## src/rtl/apb_vga_ctrl_regs_if.sv

```systemverilog
// APB3 completer-side bus bundle for the VGA control register block.
// Latency: wires only, no storage.
// Backpressure: none; the completer ties PREADY high.
interface apb_vga_ctrl_regs_if;
  logic        PSEL;
  logic [11:2] PADDR;
  logic        PENABLE;
  logic        PWRITE;
  logic [31:0] PWDATA;
  logic [31:0] PRDATA;
  logic        PREADY;
  logic        PSLVERR;

  modport master (
    output PSEL, PADDR, PENABLE, PWRITE, PWDATA,
    input  PRDATA, PREADY, PSLVERR
  );

  modport slave (
    input  PSEL, PADDR, PENABLE, PWRITE, PWDATA,
    output PRDATA, PREADY, PSLVERR
  );
endinterface

```

## src/rtl/apb_vga_ctrl_regs.sv

```systemverilog
// VGA control registers: shadowed CTRL/BASE committed at frame boundaries, vsync irq, frame counter.
// Latency: reads are combinational in the access phase; writes commit on the edge ending it.
// Backpressure: none, PREADY tied high (zero wait states).
module apb_vga_ctrl_regs #(
  parameter int          NCH    = 2,
  parameter int          FCNT_W = 16,
  parameter logic [27:0] ID_VAL = 28'h0A6C001
) (
  input  logic                  PCLK,
  input  logic                  PRESETn,
  apb_vga_ctrl_regs_if.slave    apb,
  input  logic [3:0]            ECOREVNUM,
  input  logic                  frame_start,
  output logic                  vga_en,
  output logic [NCH-1:0]        layer_en,
  output logic [31:0]           fb_base,
  output logic                  irq
);

  localparam logic [9:0] A_CTRL   = 10'd0;
  localparam logic [9:0] A_BASE   = 10'd1;
  localparam logic [9:0] A_STATUS = 10'd2;
  localparam logic [9:0] A_IRQEN  = 10'd3;
  localparam logic [9:0] A_FCNT   = 10'd4;
  localparam logic [9:0] A_ID     = 10'd5;

  // Shadow copies (software view) and active copies (display view)
  logic              sh_en;
  logic [NCH-1:0]    sh_layer;
  logic [31:2]       sh_base;
  logic              commit_pend;
  logic [31:2]       act_base;
  logic              vsync_pend;
  logic              irq_en;
  logic [FCNT_W-1:0] fcnt;

  logic access;
  logic addr_valid;
  logic addr_ro;
  logic bad_access;
  logic wr_ok;
  logic wr_ctrl;
  logic wr_base;
  logic wr_status;
  logic wr_irqen;
  logic commit;
  logic frame_tick;

  assign access     = apb.PSEL & apb.PENABLE;
  assign addr_valid = (apb.PADDR <= A_ID);
  assign addr_ro    = (apb.PADDR == A_FCNT) | (apb.PADDR == A_ID);
  // Out-of-map accesses and writes to read-only registers error out and change nothing
  assign bad_access = access & (~addr_valid | (apb.PWRITE & addr_ro));
  assign wr_ok      = access & apb.PWRITE & ~bad_access;
  assign wr_ctrl    = wr_ok & (apb.PADDR == A_CTRL);
  assign wr_base    = wr_ok & (apb.PADDR == A_BASE);
  assign wr_status  = wr_ok & (apb.PADDR == A_STATUS);
  assign wr_irqen   = wr_ok & (apb.PADDR == A_IRQEN);

  // With the display off there is no frame boundary to wait for, so commit on the next edge
  assign commit     = commit_pend & (frame_start | ~vga_en);
  // Frames only count while the active display is enabled
  assign frame_tick = frame_start & vga_en;

  assign apb.PREADY  = 1'b1;
  assign apb.PSLVERR = bad_access;
  assign fb_base     = {act_base, 2'b00};
  // Both operands are flops, so irq has no path from the APB inputs
  assign irq         = vsync_pend & irq_en;

  // Read mux; idle bus and writes return zero
  always_comb begin
    apb.PRDATA = '0;
    if (access && !apb.PWRITE) begin
      case (apb.PADDR)
        A_CTRL:   apb.PRDATA = {{(31-NCH){1'b0}}, sh_layer, sh_en};
        A_BASE:   apb.PRDATA = {sh_base, 2'b00};
        A_STATUS: apb.PRDATA = {30'd0, commit_pend, vsync_pend};
        A_IRQEN:  apb.PRDATA = {31'd0, irq_en};
        A_FCNT:   apb.PRDATA = 32'(fcnt);
        A_ID:     apb.PRDATA = {ECOREVNUM, ID_VAL};
        default:  apb.PRDATA = '0;
      endcase
    end
  end

  // Shadow registers and commit-pending flag; a write on a commit edge re-arms the flag
  always_ff @(posedge PCLK or negedge PRESETn) begin
    if (!PRESETn) begin
      sh_en       <= 1'b0;
      sh_layer    <= '0;
      sh_base     <= '0;
      commit_pend <= 1'b0;
    end else begin
      if (wr_ctrl) begin
        sh_en    <= apb.PWDATA[0];
        sh_layer <= apb.PWDATA[NCH:1];
      end
      if (wr_base)
        sh_base <= apb.PWDATA[31:2];
      if (wr_ctrl || wr_base)
        commit_pend <= 1'b1;
      else if (commit)
        commit_pend <= 1'b0;
    end
  end

  // Active outputs load the pre-edge shadow values on a commit
  always_ff @(posedge PCLK or negedge PRESETn) begin
    if (!PRESETn) begin
      vga_en   <= 1'b0;
      layer_en <= '0;
      act_base <= '0;
    end else if (commit) begin
      vga_en   <= sh_en;
      layer_en <= sh_layer;
      act_base <= sh_base;
    end
  end

  // Frame counter and vsync status; a new frame beats a simultaneous W1C
  always_ff @(posedge PCLK or negedge PRESETn) begin
    if (!PRESETn) begin
      fcnt       <= '0;
      vsync_pend <= 1'b0;
    end else begin
      if (frame_tick)
        fcnt <= fcnt + FCNT_W'(1);
      if (frame_tick)
        vsync_pend <= 1'b1;
      else if (wr_status && apb.PWDATA[0])
        vsync_pend <= 1'b0;
    end
  end

  // Interrupt enable
  always_ff @(posedge PCLK or negedge PRESETn) begin
    if (!PRESETn)
      irq_en <= 1'b0;
    else if (wr_irqen)
      irq_en <= apb.PWDATA[0];
  end

endmodule

```

## src/flat_wrapper.sv

```systemverilog
// flat-port wrapper written by rule: the top's interface ports become plain ports
module apb_vga_ctrl_regs_flat 
#(
  parameter int          NCH    = 2,
  parameter int          FCNT_W = 16,
  parameter logic [27:0] ID_VAL = 28'h0A6C001
)
  (PCLK, PRESETn, ECOREVNUM, frame_start, vga_en, layer_en, fb_base, irq, apb_PSEL, apb_PADDR, apb_PENABLE, apb_PWRITE, apb_PWDATA, apb_PRDATA, apb_PREADY, apb_PSLVERR);
  apb_vga_ctrl_regs_if apb_i ();
  input  logic PCLK;
  input  logic PRESETn;
  input  logic [3:0] ECOREVNUM;
  input  logic frame_start;
  output logic vga_en;
  output logic [NCH-1:0] layer_en;
  output logic [31:0] fb_base;
  output logic irq;
  input wire logic [$bits(apb_i.PSEL)-1:0] apb_PSEL;
  input wire logic [$bits(apb_i.PADDR)-1:0] apb_PADDR;
  input wire logic [$bits(apb_i.PENABLE)-1:0] apb_PENABLE;
  input wire logic [$bits(apb_i.PWRITE)-1:0] apb_PWRITE;
  input wire logic [$bits(apb_i.PWDATA)-1:0] apb_PWDATA;
  output wire logic [$bits(apb_i.PRDATA)-1:0] apb_PRDATA;
  output wire logic [$bits(apb_i.PREADY)-1:0] apb_PREADY;
  output wire logic [$bits(apb_i.PSLVERR)-1:0] apb_PSLVERR;
  assign apb_i.PSEL = apb_PSEL;
  assign apb_i.PADDR = apb_PADDR;
  assign apb_i.PENABLE = apb_PENABLE;
  assign apb_i.PWRITE = apb_PWRITE;
  assign apb_i.PWDATA = apb_PWDATA;
  assign apb_PRDATA = apb_i.PRDATA;
  assign apb_PREADY = apb_i.PREADY;
  assign apb_PSLVERR = apb_i.PSLVERR;
  apb_vga_ctrl_regs #(.NCH(NCH), .FCNT_W(FCNT_W), .ID_VAL(ID_VAL)) u_core (.PCLK(PCLK), .PRESETn(PRESETn), .apb(apb_i), .ECOREVNUM(ECOREVNUM), .frame_start(frame_start), .vga_en(vga_en), .layer_en(layer_en), .fb_base(fb_base), .irq(irq));
endmodule
```

## config.mk

```make
export PLATFORM = sky130hd
export DESIGN_NAME = apb_vga_ctrl_regs_flat
export DESIGN_NICKNAME = d
export VERILOG_FILES = /design/src/rtl/apb_vga_ctrl_regs_if.sv /design/src/rtl/apb_vga_ctrl_regs.sv /design/src/flat_wrapper.sv
export SDC_FILE = /design/constraint.sdc
export NUM_CORES = 1
export LEC_CHECK = 0
export CAP_MARGIN = 20
export CORE_UTILIZATION = 43
export CTS_BUF_LIST = sky130_fd_sc_hd__clkbuf_16
export DETAILED_ROUTE_END_ITERATION = 16
export GPL_TIMING_DRIVEN = 0
export PLACE_DENSITY = 0.77
export SYNTH_ARGS = -nofsm -noshare
export SYNTH_HDL_FRONTEND = slang
export SYNTH_SLANG_ARGS = --single-unit
```

## constraint.sdc

```tcl
create_clock -name PCLK -period 1.44 [get_ports PCLK]
set_input_delay 0.288 -clock PCLK [delete_from_list [all_inputs] [get_ports PCLK]]
set_output_delay 0.288 -clock PCLK [all_outputs]
set_load 0.01 [all_outputs]
```

==> results.py, run 1 <==
metrics = {
    "power_and_ir_drop": {
        "swShare": 0.200,
        "p_per_area_nw_per_um2": 873,
        "peakVddDrop_uv": 644,
        "p_leak_nw": 3.33,
        "pwr-share-clk": 0.520,
        "p_sw_mw": 1.16,
        "p_int_mw": 4.63,
        "power_frac_comb": 0.066,
        "power.share.sequential": 0.414,
    },
    "yosys": {
        "synth_cell_types": 36,
        "synth_compound_area_frac": 0.0384,
        "synth_cells": 313,
        "netlist_top_cells_area": "dfrtp_1 (53%), mux2_4 (12%), mux2_2 (9.8%)",
        "yosysTopAreaCell": "dfrtp_1",
        "ys_warn_count": 0,
        "yosys.area_share.simple": 0.122,
        "synth_most_common_cell": "dfrtp_1",
        "synthXorXnorAreaFrac": 0.0327,
        "synth.yosys.seq_area_share": 0.530,
        "async_reset_ff_frac": 1.00,
        "syn_area_um2": 4010,
        "synth-adder-area-share": 0.00312,
        "synth_common_cells": "dfrtp_1 (85), mux2_2 (35), mux2_4 (33)",
        "synth_mux_area_frac": 0.239,
        "yosysTopAreaCellShare": 0.530,
        "synth_edf_count": 0,
        "avgSynthCellArea_um2": 12.8,
        "ys_ff_latch": 85,
        "ys.flop_type": "dfrtp_1",
        "synth_top_family_by_area": "multiplexers",
    },
    "critical_path": {
        "crit_fanout": 6,
        "critical_path_class": "primary input to primary output",
        "required_ns": 1.15,
        "cp-end-kind": "primary output",
        "critPathLaunchType": "primary input",
        "path_cells": "buf_6 > nor4_4 > buf_4 > nand4_1 > buf_4 > nor3_4 > buf_6 > and3_1 > buf_2",
        "cp_slowest_stage_delay_ns": 0.32,
        "path_delay_family": "simple AND/OR/NAND/NOR gates",
        "crit_slowest_cell": "nor4_4",
        "cp.arrival_ns": 1.79,
        "cp.buffers_inverters": 5,
    },
    "finish": {
        "final_layout_size_suffix_gt1_frac": 0.513,
        "nets": 537,
        "fin_cells": 597,
        "final.fill_count": 563,
        "regArea_um2": 2130,
        "area.growth.synth_to_final_pct": 65.1,
        "antenna_cells": 0,
        "multi_input_area_um2": 2150,
    },
    "clock_tree": {
        "insertion_delay_ns": 0.34,
        "htree_num_levels": 3,
        "clk_pin_slew_ns": 0.06,
        "cts_inserted_buffers": 9,
        "clock_path_buffers": 2,
        "cts_root_buf": "clkbuf_16",
        "cts_tree": "built",
        "clock-sinks": 85,
    },
    "global_routing": {
        "grt_pass1_wl_mm": 19.2,
        "antenna_found_initial": 0,
        "grt_pass1_vias": 3531,
        "grt.overflow.total": 0,
        "grt_max_degree": 53,
        "track_usage": 0.262,
    },
    "floorplanning": {
        "start_util": 0.451,
        "die-area_um2": 9720,
        "num_io_pins": 122,
        "die_y_um": 98.6,
        "core_um2": 8890,
        "fp.dieW_um": 98.6,
        "rows": 34,
    },
    "outcome": {
        "violations": "setup timing",
        "status": "finished, violations left",
    },
    "timing": {
        "rsz0062_at_grt": "true",
        "fmax_mhz": 480,
        "skew_ns": 0.00713,
        "fin_crit_sh": 1.45,
        "hold_viol": 0,
        "setup_slack_ns": -0.643,
        "fin_crit_ns": 2.08,
        "hold-worst-slack_ns": 0.356,
        "setup_viol": 66,
        "slew_violations": 0,
    },
    "route": {
        "routed_wl_mm": 11.9,
        "drt_first_iter_violations": 134,
        "ant_nets": 0,
        "dr.pass1.iters": 4,
        "routed-via-count": 3180,
        "drcViolationCount": 0,
        "via_per_inst": 5.33,
        "wl_per_cell_um": 19.9,
    },
    "placement": {
        "dp_cells": 539,
        "port_buffers": 116,
        "place_hpwl_mm": 7.22,
        "globalplace.congestion": 0.807,
    },
    "flow_run": {
        "drv_cap": 0,
    },
    "min_path": {
        "hold_path_class": "primary input to flop",
    },
}
per-layer routing:
metal	global-route usage	share of wire	vias up	wire, µm
met5	0	0	-	0
met4	0.110	0.024	0	289
met3	0.0603	0.050	18	590
met2	0.449	0.51	139	6070
met1	0.318	0.42	1583	4950
li1	-	-	1440	-
kinds of logic (layout without fill, tap and decap cells):
kind of cell	Yosys count	count (layout)
AO/OA/AOI/OAI	24	24
XOR/XNOR	15	15
adder cells (fa/ha/maj)	1	1
buffers and inverters	22	197
flip-flops	85	85
multiplexers	75	75
other	2	3
AND/OR/NAND/NOR	89	89
flip-flops by register name (all words and copies together), names as in the netlist:
signal	cells
u_core.sh_layer	2
u_core.commit_pend	1
u_core.irq_en	1
u_core.vga_en	1
u_core.act_base	30
u_core.fcnt	16
u_core.sh_en	1
u_core.sh_base	30
u_core.vsync_pend	1
u_core.layer_en	2
worst reg2reg max path, delay by kind of cell (launching register included):
| family | cells | cell delay (ns) |
|---|---|---|
| simple gates | 3 | 0.35 |
| fa+ha+maj | 1 | 0.14 |
| flops | 1 | 0.37 |
| xor+xnor | 1 | 0.13 |
| buf+inv | 2 | 0.33 |
worst paths after layout:
kind                       slack [ns]                        endpoint  cells past startpoint                         from
min reg2reg                      0.49     u_core.fcnt[15]$_DFFE_PN0P_                      1  u_core.fcnt[15]$_DFFE_PN0P_
max reg2reg                         0     u_core.fcnt[10]$_DFFE_PN0P_                      7   u_core.fcnt[0]$_DFFE_PN0P_
min                              0.36   u_core.vsync_pend$_DFFE_PN0P_                      3                 apb_PADDR[2]
max                             -0.64                  apb_PRDATA[26]                      9                 apb_PADDR[4]
max in group asynchronous        0.39  u_core.sh_base[27]$_DFFE_PN0P_                      3                      PRESETn
min in group asynchronous        0.46  u_core.sh_base[12]$_DFFE_PN0P_                      2                      PRESETn
power by group through the flow:
stage / clock, mW / sequential [mW] / combinational, mW
5_1_grt: 3.14 / 2.39 / 0.408
4_1_cts: 3.01 / 2.40 / 0.372
3_5_place_dp: 0 / 2.44 / 0.316
6_report: 3.01 / 2.40 / 0.380
2_1_floorplan: 0 / 2.44 / 0.0883
3_3_place_gp: 0 / 2.44 / 0.305
stage by stage:
step                       util  power, mW  setup TNS (ns)  setup slack [ns]  area [µm²]
final                     0.745       5.79          -16.28            -0.643        6630
after global routing      0.745       5.94          -20.89            -0.749        6630
after CTS                 0.738       5.78          -16.79            -0.578        6560
after detailed placement  0.618       2.76          -84.63             -1.53        5500
after global placement    0.615       2.75         -327.76             -2.87        5470
after floorplan               -       2.53           -4.03            -0.151        4170
cell usage in the layout (no fill, tap or decap), types with 3 or more instances in the layout:
master,count
buf_16,3
a22oi_1,5
nor3_2,3
mux2i_1,7
mux2_2,35
dlygate4sd2_1,37
buf_6,42
nor2_1,10
xnor2_1,11
conb_1,3
dfrtp_1,82
a22oi_2,6
clkdlybuf4s50_1,36
and3_4,6
buf_12,8
bufinv_16,5
buf_2,13
mux2_4,33
nand4_1,5
dfrtp_2,3
nor3_4,4
xor2_1,4
inv_1,4
nand2_1,12
nand3_1,4
and3_1,4
nor2_4,18
clkbuf_16,10
nor4_4,3
clkbuf_8,4
buf_4,28
o21ai_0,4
nor2_2,4
area by class of cell:
class                   count  area share
plain buffers              17      0.0338
inverters                   4     0.00227
multi-input cells         207       0.324
flip-flops and latches     85       0.322
repair buffers            160       0.239
well taps                 108      0.0204
clock buffers               9      0.0340
clock inverters             7      0.0246
timing repair:
| item | 4_1_cts | 5_1_grt |
|---|---|---|
| buffers inserted | 36 | 8 |
| resized for setup | 307 | 28 |
| hold buffers | 1 | 0 |
| endpoints found under the hold margin | 33 | 0 |
| pin swaps | 25 | 14 |
| setup endpoints to repair | 140 | 107 |
| cloned | 5 | 0 |
Note: power is estimated with default switching activity, not from simulation.
==> run 2: changes to the inputs <==
--- a/config.mk
+++ b/config.mk
@@ -6,11 +6,11 @@
 export NUM_CORES = 1
 export LEC_CHECK = 0
 export CAP_MARGIN = 20
-export CORE_UTILIZATION = 43
+export CORE_UTILIZATION = 39
 export CTS_BUF_LIST = sky130_fd_sc_hd__clkbuf_16
 export DETAILED_ROUTE_END_ITERATION = 16
 export GPL_TIMING_DRIVEN = 0
-export PLACE_DENSITY = 0.77
+export PLACE_DENSITY = 0.71
 export SYNTH_ARGS = -nofsm -noshare
 export SYNTH_HDL_FRONTEND = slang
 export SYNTH_SLANG_ARGS = --single-unit
==> results.py, run 2 (synthesis gave the netlist of run 1 again) <==
metrics = {
    "timing": {
        "fin_crit_ns": 1.96,
        "tns_ns": -19.68,
        "hold-worst-slack_ns": 0.315,
        "fmax_mhz": 510,
        "setup_slack_ns": -0.519,
        "setup_viol": 69,
        "rsz0062_at_grt": "true",
        "skew_ns": 0.00746,
        "hold_viol": 0,
        "slew_violations": 0,
        "fin_crit_sh": 1.36,
    },
    "clock_tree": {
        "htree_num_levels": 3,
        "clk_pin_slew_ns": 0.06,
        "cts_root_buf": "clkbuf_16",
        "clock_path_buffers": 2,
        "cts_tree": "built",
        "cts_inserted_buffers": 9,
        "clock-sinks": 85,
        "insertion_delay_ns": 0.34,
    },
    "critical_path": {
        "path_cells": "buf_6 > nor4_4 > buf_4 > and3b_4 > nand3_4 > buf_6 > nor2_1 > buf_2",
        "reg2reg_from": "u_core.fcnt[0]$_DFFE_PN0P_",
        "critPathLaunchType": "primary input",
        "crit_slowest_cell": "nor4_4",
        "cp.depth": 8,
        "crit_start": "apb_PADDR[4]",
        "r2r-end": "u_core.fcnt[12]$_DFFE_PN0P_",
        "crit_fanout": 7,
        "rrSetupSlack_ns": -0.13,
        "reg2reg_depth": 5,
        "cp-endpoint": "apb_PRDATA[30]",
        "path_delay_family": "simple AND/OR/NAND/NOR gates",
        "cp.buffers_inverters": 4,
        "crit_top_cell": "buf_6",
        "cp.arrival_ns": 1.67,
        "cp_slowest_stage_delay_ns": 0.30,
        "critical_path_class": "primary input to primary output",
        "cp-end-kind": "primary output",
        "required_ns": 1.15,
    },
    "power_and_ir_drop": {
        "swShare": 0.215,
        "power_frac_comb": 0.074,
        "pwr-share-clk": 0.465,
        "power.share.sequential": 0.461,
        "p_int_mw": 4.08,
        "p_leak_nw": 3.32,
        "p_sw_mw": 1.12,
        "peakVddDrop_uv": 475,
        "power.total_mw": 5.20,
        "p_per_area_nw_per_um2": 784,
    },
    "floorplanning": {
        "fp.dieW_um": 103,
        "num_io_pins": 122,
        "rows": 36,
        "core_um2": 9860,
        "die_y_um": 103,
        "die-area_um2": 10700,
        "start_util": 0.407,
    },
    "route": {
        "routed_wl_mm": 11.6,
        "wl_per_cell_um": 18.6,
        "ant_nets": 0,
        "drcViolationCount": 0,
        "dr.pass1.iters": 4,
        "drt_first_iter_violations": 94,
        "via_per_inst": 5.07,
        "routed-via-count": 3147,
    },
    "min_path": {
        "hold_path_class": "primary input to flop",
        "min_path_cells": 3,
    },
    "placement": {
        "place_hpwl_mm": 7.18,
        "dp_cells": 564,
        "globalplace.congestion": 0.795,
        "port_buffers": 116,
        "pre_cts_slack_ns": -1.50,
        "placed_area_um2": 5530,
    },
    "finish": {
        "area.growth.synth_to_final_pct": 65.3,
        "antenna_cells": 0,
        "final_layout_size_suffix_gt1_frac": 0.529,
        "regArea_um2": 2140,
        "top_regs": "u_core.act_base x30, u_core.sh_base x30, u_core.fcnt x16",
        "final.fill_count": 707,
        "nets": 537,
        "fin_cells": 621,
        "final_common_cell": "dfrtp_1",
        "multi_input_area_um2": 2190,
        "final_util": 0.673,
        "finish.instance_area_um2": 6630,
        "most-common-layout-cells": "dfrtp_1 (78), buf_6 (45), mux2_4 (38), dlygate4sd2_1 (37), clkdlybuf4s50_1 (36)",
    },
    "global_routing": {
        "grt.overflow.total": 0,
        "grt_pass1_vias": 3365,
        "grt_max_degree": 58,
        "grt_pass1_wl_mm": 17.5,
        "track_usage": 0.221,
        "antenna_found_initial": 0,
    },
    "outcome": {
        "violations": "setup timing",
        "status": "finished, violations left",
    },
    "flow_run": {
        "drv_cap": 0,
    },
}
[run 2: cell count changes in the layout (fill, tap and decap cells not counted), sizes merged]
cell	before	now
clkinv	1	3
inv	5	4
clkbuf	15	18
clkinvlp	0	1
buf	95	92
bufinv	5	2
[run 2: tightest hold or removal path, cell delays in order]
cell,delay (ns)
buf_4,0.16
nand3_1,0.08
o21ai_0,0.07
[run 2: cell type report]
cell class | count | area share
Buffer | 18 | 0.0347
Timing Repair Buffer | 159 | 0.240
Inverter | 4 | 0.00226
Sequential cell | 85 | 0.322
Tap cell | 133 | 0.0251
Clock inverter | 6 | 0.0119
Clock buffer | 9 | 0.0339
Multi-Input combinational cell | 207 | 0.331
[run 2: power groups by stage]
stage,combinational [mW],sequential [mW],clock (mW)
2_1_floorplan,0.0883,2.44,0
3_3_place_gp,0.305,2.44,0
3_5_place_dp,0.317,2.44,0
4_1_cts,0.370,2.40,2.43
5_1_grt,0.416,2.40,2.53
6_report,0.386,2.40,2.42
[run 2: what timing repair did]
action | in CTS | in global routing
resized for setup | 296 | 45
setup endpoints to repair | 138 | 100
hold endpoints to repair | 28 | 0
buffers inserted | 24 | 13
hold buffers | 1 | 0
gates cloned | 3 | 1
pin swaps | 28 | 16
[run 2: metal layers]
layer,part of all wire,up-vias,wire [µm],GRT usage
li1,-,1444,-,-
met1,0.40,1573,4660,0.266
met2,0.51,114,5910,0.382
met3,0.071,16,819,0.0598
met4,0.016,0,184,0.0758
met5,0,-,0,0
[run 2: worst min path at each step]
stage / startpoint / slack [ns] / endpoint
after CTS: apb_PWRITE / 0.32 / u_core.commit_pend$_DFFE_PN0P_
after detailed placement: PRESETn / 0.24 / u_core.act_base[6]$_DFFE_PN0P_
after global routing: apb_PWRITE / 0.33 / u_core.commit_pend$_DFFE_PN0P_
after floorplan: PRESETn / -0.008 / u_core.act_base[10]$_DFFE_PN0P_
after global placement: u_core.fcnt[15]$_DFFE_PN0P_ / 0.47 / u_core.fcnt[15]$_DFFE_PN0P_
final: apb_PWRITE / 0.32 / u_core.commit_pend$_DFFE_PN0P_
